$ cat config.mk
export PLATFORM = sky130hd
export DESIGN_NAME = bin2bcd_seq_flat
export DESIGN_NICKNAME = d
export VERILOG_FILES = /design/src/rtl/bin2bcd_if.sv /design/src/rtl/bin2bcd_seq.sv /design/src/flat_wrapper.sv
export SDC_FILE = /design/constraint.sdc
export NUM_CORES = 1
export LEC_CHECK = 0
export ABC_AREA = 0
export BUFFER_PORTS_ARGS = -buffer_cell sky130_fd_sc_hd__buf_2
export CORE_UTILIZATION = 61
export CTS_CLUSTER_SIZE = 25
export DETAILED_ROUTE_END_ITERATION = 12
export PLACE_DENSITY = 0.93
export SYNTH_ARGS = -nofsm -noshare
export SYNTH_HDL_FRONTEND = slang
export SYNTH_SLANG_ARGS = --single-unit
$ cat constraint.sdc
create_clock -name clk -period 3.99 [get_ports clk]
set_input_delay 0.1995 -clock clk [delete_from_list [all_inputs] [get_ports clk]]
set_output_delay 0.1995 -clock clk [all_outputs]
set_load 0.05 [all_outputs]
$ cat src/rtl/bin2bcd_if.sv
// Start/busy/done handshake bundle between a binary source and the BCD converter.
interface bin2bcd_if #(
  parameter int WIDTH = 32
);
  logic             start;
  logic [WIDTH-1:0] din;
  logic             busy;
  logic             done;
  logic             ovf;
  logic [31:0]      bcd;

  modport master (output start, output din, input busy, input done, input ovf, input bcd);
  modport slave  (input start, input din, output busy, output done, output ovf, output bcd);
endinterface

$ cat src/rtl/bin2bcd_seq.sv
// Sequential double-dabble converter: one binary bit per clock into a 10-digit scratch,
// publishing an 8-digit packed BCD word (or all-F on overflow) with a one-cycle done pulse.
module bin2bcd_seq #(
  parameter int WIDTH = 32
) (
  input logic      clk,
  input logic      rst,
  bin2bcd_if.slave bus
);

  typedef enum logic {IDLE, SHIFT} state_t;

  state_t           state, state_next;
  logic [WIDTH-1:0] bin_q, bin_next;
  logic [39:0]      scr_q, scr_next;
  logic [5:0]       cnt_q, cnt_next;
  logic             ovf_pend_q, ovf_pend_next;
  logic             busy_q, busy_next;
  logic             done_q, done_next;
  logic             ovf_q, ovf_next;
  logic [31:0]      bcd_q, bcd_next;
  logic [31:0]      din_ext;
  logic             din_big;
  logic [39:0]      adj;

  function automatic logic [39:0] add3_digits(input logic [39:0] s);
    logic [39:0] r;
    r = s;
    for (int i = 0; i < 10; i++) begin
      if (s[i*4 +: 4] >= 4'd5) r[i*4 +: 4] = s[i*4 +: 4] + 4'd3;
    end
    return r;
  endfunction

  function automatic logic [31:0] sat_bcd(input logic pend, input logic [39:0] s);
    return pend ? 32'hFFFF_FFFF : s[31:0];
  endfunction

  assign din_ext = 32'(bus.din);

  // Below 27 bits din cannot reach 100_000_000, so the compare is elided.
  generate
    if (WIDTH >= 27) begin : g_ovf
      assign din_big = (din_ext > 32'd99_999_999);
    end else begin : g_no_ovf
      assign din_big = 1'b0;
    end
  endgenerate

  assign adj = add3_digits(scr_q);

  always_ff @(posedge clk) begin
    if (rst) begin
      state      <= IDLE;
      bin_q      <= '0;
      scr_q      <= '0;
      cnt_q      <= '0;
      ovf_pend_q <= 1'b0;
      busy_q     <= 1'b0;
      done_q     <= 1'b0;
      ovf_q      <= 1'b0;
      bcd_q      <= '0;
    end else begin
      state      <= state_next;
      bin_q      <= bin_next;
      scr_q      <= scr_next;
      cnt_q      <= cnt_next;
      ovf_pend_q <= ovf_pend_next;
      busy_q     <= busy_next;
      done_q     <= done_next;
      ovf_q      <= ovf_next;
      bcd_q      <= bcd_next;
    end
  end

  always_comb begin
    state_next    = state;
    bin_next      = bin_q;
    scr_next      = scr_q;
    cnt_next      = cnt_q;
    ovf_pend_next = ovf_pend_q;
    busy_next     = busy_q;
    done_next     = 1'b0;
    ovf_next      = ovf_q;
    bcd_next      = bcd_q;
    unique case (state)
      IDLE: begin
        if (bus.start) begin
          bin_next      = bus.din;
          scr_next      = '0;
          cnt_next      = '0;
          ovf_pend_next = din_big;
          busy_next     = 1'b1;
          state_next    = SHIFT;
        end
      end
      SHIFT: begin
        scr_next = {adj[38:0], bin_q[WIDTH-1]};
        bin_next = {bin_q[WIDTH-2:0], 1'b0};
        cnt_next = cnt_q + 6'd1;
        if (cnt_q == 6'(WIDTH - 1)) begin
          bcd_next   = sat_bcd(ovf_pend_q, scr_next);
          ovf_next   = ovf_pend_q;
          done_next  = 1'b1;
          busy_next  = 1'b0;
          state_next = IDLE;
        end
      end
      default: state_next = IDLE;
    endcase
  end

  assign bus.busy = busy_q;
  assign bus.done = done_q;
  assign bus.ovf  = ovf_q;
  assign bus.bcd  = bcd_q;

endmodule

$ cat src/flat_wrapper.sv
// flat-port wrapper written by rule: the top's interface ports become plain ports
module bin2bcd_seq_flat 
#(
  parameter int WIDTH = 32
)
  (clk, rst, bus_start, bus_din, bus_busy, bus_done, bus_ovf, bus_bcd);
  bin2bcd_if #(.WIDTH(WIDTH)) bus_i ();
  input logic clk;
  input logic rst;
  input wire logic [$bits(bus_i.start)-1:0] bus_start;
  input wire logic [$bits(bus_i.din)-1:0] bus_din;
  output wire logic [$bits(bus_i.busy)-1:0] bus_busy;
  output wire logic [$bits(bus_i.done)-1:0] bus_done;
  output wire logic [$bits(bus_i.ovf)-1:0] bus_ovf;
  output wire logic [$bits(bus_i.bcd)-1:0] bus_bcd;
  assign bus_i.start = bus_start;
  assign bus_i.din = bus_din;
  assign bus_busy = bus_i.busy;
  assign bus_done = bus_i.done;
  assign bus_ovf = bus_i.ovf;
  assign bus_bcd = bus_i.bcd;
  bin2bcd_seq #(.WIDTH(WIDTH)) u_core (.clk(clk), .rst(rst), .bus(bus_i));
endmodule
# Word-level counts from Yosys, hierarchy flattened
# Index checks and enable logic that the tools add are counted.
# word_totals
regBits	115
inputBits	35
out_inout_bits	35
elab_cells	63
# classes
addsub	11
n_lt_le_gt_ge	11
eq_ne	3
muxes	24
bitwise_logic	1
n_reduce_logical	4
# ops
op	count
$pmux 40 s2	1
$mux 32	2
$pmux 32 s2	1
$ge 4x3->1 const B	10
$mux 40	1
$add 4x2->4 const B	9
$mux 4	9
$gt 32x27->1 const B	1
$pmux 6 s2	1
$add 6x1->6 const B	1
$eq 6x5->1 const B	1
$mux 6	1
$reduce_and 2->1	3
$mux 1	5
$ne 2x2->1 const B	2
$pmux 1 s2	2
$add 3x2->3 const B	1
$mux 3	1
$reduce_or 2->1	1
$not 1->1	1

# Logic depth before layout (Yosys ltp)
# depth
depth_word	3
depth_mapped	7
mapped_depth_nobuf	7

# Worst setup path before layout
# OpenSTA, ideal clock, no wires.
# synth_path
path_type	register to register
startpoint	register u_core.scr_q[9]
endpoint	register u_core.scr_q[10]
setup_time_ns	0.065
t_arrival_ns	1.560
required_ns	3.925
slack_ns	2.365
path_stages_with_launch	8
path_buffers	0
synth_period_minus_slack_ns	1.625
path_cell_list	dfxtp_1 > inv_1 > ha_1 > nand2b_1 > a21oi_1 > mux2_2 > mux2_2 > nor2_1
# synth_between
elab_chain_len	3
word_cells_on_any_way	4
cone_classes	add/sub (1); order compare (1); mux (2)
# synth_lines
item	line_no	source
start: declaration	bin2bcd_seq.sv:15	logic [39:0] scr_q, scr_next;
start signal: assignment	bin2bcd_seq.sv:66	scr_q <= scr_next;
$add 4x2->4 / $ge 4x3->1 (equally long branches)	bin2bcd_seq.sv:30	if (s[i*4 +: 4] >= 4'd5) r[i*4 +: 4] = s[i*4 +: 4] + 4'd3;
$mux 4 *	bin2bcd_seq.sv:30	
$pmux 40 s2 *	bin2bcd_seq.sv:86	unique case (state)
# Every way passes the cells marked *; elsewhere a longest branch is shown, timed or not.
# A chain may end at the register's enable or synchronous reset.

# Worst setup path after layout
# layout_path
startpoint	register u_core.state
endpoint	register u_core.bcd_q[19], in the netlist u_core.bus.bcd[19]
# layout_between
elab_chain_len	1
# layout_lines
item	line_no	source
start: declaration	bin2bcd_seq.sv:13	state_t state, state_next;
start signal: assignment	bin2bcd_seq.sv:64	state <= state_next;
$reduce_and 2->1 (no line)	--	
end signal: assignment	bin2bcd_seq.sv:72	bcd_q <= bcd_next;
end: declaration	bin2bcd_seq.sv:21	logic [31:0] bcd_q, bcd_next;
# No other way between the ends.

==> metrics.cfg <==
[pwr]
peakVddDrop_mv=0.2654
p_leak_nw=2.205
power_mw=1.985
power_density_nw_per_um2=366.8

[placed_design]
gp_congestion=0.8429
pre_cts_ws_ps=1486
dpl.hpwl_um=7440
placed_cells=712
port_buffers=69

[worst_setup_path]
cp_top_family=flip-flops
crit_start=u_core.state
path_depth=5
startpoint_type=flop
rrSetupSlack_ps=1450
crit_chain=nand2_1 > nor3_4 > buf_4 > nor2_1 > a311oi_1
endpoint=u_core.bus.bcd[19]
worstPathRequired_ps=4280
critPathBufInv=1
arrival_ps=2820
worstRegToRegCells=5
cp_max_fo=53
timing.rr.end=u_core.bus.bcd[19]
crit_type=flop to flop
r2r_start=u_core.state
critPathCaptureType=flop
slowest_delay_ps=930
crit_slowest_cell=dfxtp_2

[timing]
worst_pin_slew_ps=891.7
setup_violations=0
fin_crit_ps=2535
finalMaxSlewViolations=0
worst_slack_ps=1455
slew_headroom_pct=40.55
clock_skew_ps=10.08
fin_setup_tns_ps=0
max_freq_ghz=0.3944
holdWs_ps=140.9
rsz0062_at_grt=no
hold_viol=0
period_share_pct=63.54

[run]
max_cap_violations=0

[layout]
finalNetCount=673
fillCellCount=608
instances_no_fill=728
area_growth_pct=12.10
n_antenna_cell=0
drive_above_1_share_pct=15.65

[grt]
antenna_found_initial=0
grt_max_degree=54
grtUsageTotal_pct=26.52
overflow=0
grt_pass1_vias=3989
grt_pass1_wl_um=17880

[clock_tree]
cts.path.max_buffers=2
clock-sinks=107
post_cts_buffers=0
cts_resized=0
cts_root_buf=clkbuf_8
cts.clk_slew.worst_paths_ps=100
cts_hold_buf=0
cts_inserted_buffers=9
cts_tree=built
htree_levels=3
clock_latency_ps=380

[status]
run_status=complete, no violations

[drt]
ant_nets=0
drc=0
drt_iter0_markers=232
firstDrtPassIters=4
vias=4207
wl_per_cell_um=14.74
via_per_inst=5.779
routed_wl_um=10730

[logic_synthesis]
synth_nets=623
yosys_warnings=0
avgSynthCellArea_sq_um=8.456
yosysUniqueCellTypes=39
syn_inst=571
synth_seq_cells=107
ys_seq_area_share_pct=44.36
synth_area_sq_um=4828

[die]
io_pins=70
rows=32
die_height_um=90.97
fp.coreArea_sq_um=7687
die_width_um=90.97
start_util_pct=62.81
dieArea_sq_um=8276

[hold_path]
hold_class=input pin to flop

-- tightest hold or removal path, cell delays in order --
cell	delay, ps
buf_2	90
mux2i_1	60
nor3_1	120
-- placed cells by master (no fill, tap or decap), drive strengths merged --
cell type,instances
nand2b,11
nor2b,2
and2,1
mux2,3
ha,17
clkinvlp,1
inv,18
nand3b,2
and4,1
xnor2,8
o21ai,24
dfxtp,107
nand2,24
or4,2
o31a,1
nor3b,15
o211ai,1
nand4,4
nor3,21
clkbuf,10
a31oi,1
o22ai,14
nor2,116
a22o,7
nor4,2
or3,2
a211oi,9
a311oi,8
buf,74
mux2i,39
clkinv,3
bufinv,2
nand3,3
a21oi,70
nand4b,2
a41oi,1
-- layer usage --
layer,track usage [%],wire length [um]
met5,0,0
met4,6.349,108
met3,6.281,655
met2,47.73,5400
met1,31.79,4568
-- synth_stat cells --
| cell type | instances | share of area [%] |
|---|---|---|
| inv_1 | 17 | 1.3 |
| buf_4 | 2 | 0.31 |
| buf_2 | 9 | 0.93 |
| a41oi_1 | 1 | 0.18 |
| o22ai_1 | 14 | 1.8 |
| nor3b_1 | 15 | 2.3 |
| o211ai_1 | 1 | 0.16 |
| a21oi_1 | 70 | 7.3 |
| a211oi_1 | 9 | 1.4 |
| a22o_1 | 7 | 1.3 |
| nand2_2 | 1 | 0.13 |
| nand3_1 | 3 | 0.31 |
| mux2i_1 | 39 | 8.1 |
| mux2_2 | 3 | 0.70 |
| nand2_1 | 23 | 1.8 |
| o31a_1 | 1 | 0.18 |
| a31oi_1 | 1 | 0.13 |
| nand4b_1 | 2 | 0.36 |
| or4_1 | 2 | 0.31 |
| nor2_1 | 115 | 8.9 |
| nand2b_1 | 11 | 1.4 |
| dfxtp_1 | 107 | 44 |
| clkbuf_1 | 18 | 1.4 |
| and2_1 | 1 | 0.13 |
| nor3_4 | 1 | 0.34 |
| xnor2_1 | 8 | 1.5 |
| inv_2 | 1 | 0.078 |
| buf_1 | 6 | 0.47 |
| o21ai_0 | 24 | 2.5 |
| nor2_4 | 1 | 0.23 |
| and4_1 | 1 | 0.18 |
| nor3_1 | 20 | 2.1 |
| nor2b_1 | 2 | 0.26 |
| nand4_1 | 4 | 0.52 |
| nand3b_1 | 2 | 0.31 |
| ha_1 | 17 | 4.4 |
| nor4_1 | 2 | 0.26 |
| or3_1 | 2 | 0.26 |
| a311oi_1 | 8 | 1.5 |
-- flip-flops by register name (all words and copies together) (netlist names) --
name	count
u_core.bus.ovf	1
u_core.scr_q	32
u_core.cnt_q	6
u_core.bus.done	1
u_core.bus.busy	1
u_core.state	1
u_core.bus.bcd	32
u_core.bin_q	32
u_core.ovf_pend_q	1
-- stage by stage --
step / utilization (%) / cell area (sq um)
2_1_floorplan: - / 4828
3_3_place_gp: 67.58 / 5195
3_5_place_dp: 67.58 / 5195
4_1_cts: 70.41 / 5413
5_1_grt: 70.41 / 5413
6_report: 70.41 / 5413
-- worst min path at each step --
stage	startpoint	endpoint	slack [ps]	depth (start not counted)
floorplan	bus_din[0]	u_core.bin_q[0]	390	2
global placement	u_core.bus.ovf	u_core.bus.ovf	450	2
detailed placement	u_core.bus.ovf	u_core.bus.ovf	470	2
CTS	bus_din[0]	u_core.bin_q[0]	130	3
global route	bus_din[0]	u_core.bin_q[0]	150	3
finish	bus_din[0]	u_core.bin_q[0]	140	3
-- cell type report --
class                      count  area (sq um)  share of cell area (%)
multi-input combinational    411          2474                   45.70
sequential                   107          2143                   39.60
timing repair buffer          74         382.9                   7.074
clock buffer                  10         127.6                   2.358
tap                          102         127.6                   2.358
clock inverter                 6         90.09                   1.664
inverter                      18         67.56                   1.248
-- kinds of logic after synthesis --
kind of cell             count (synthesis)  share of synthesized area (%)
AO/OA/AOI/OAI                          136                          16.33
XOR/XNOR                                 8                          1.451
adder cells (fa/ha/maj)                 17                          4.405
buffers and inverters                   53                          4.509
flip-flops                             107                          44.36
multiplexers                            42                          8.785
AND/OR/NAND/NOR                        208                          20.16
-- where the power goes --
group,switching [mW],internal (mW),leakage (nW)
logic,0.0896,0.0555,1.23
clock network,0.370,0.355,0.106
registers,0.0243,1.09,0.868
total,0.484,1.50,2.21
No activity file was read; power rests on OpenSTA's default activity.
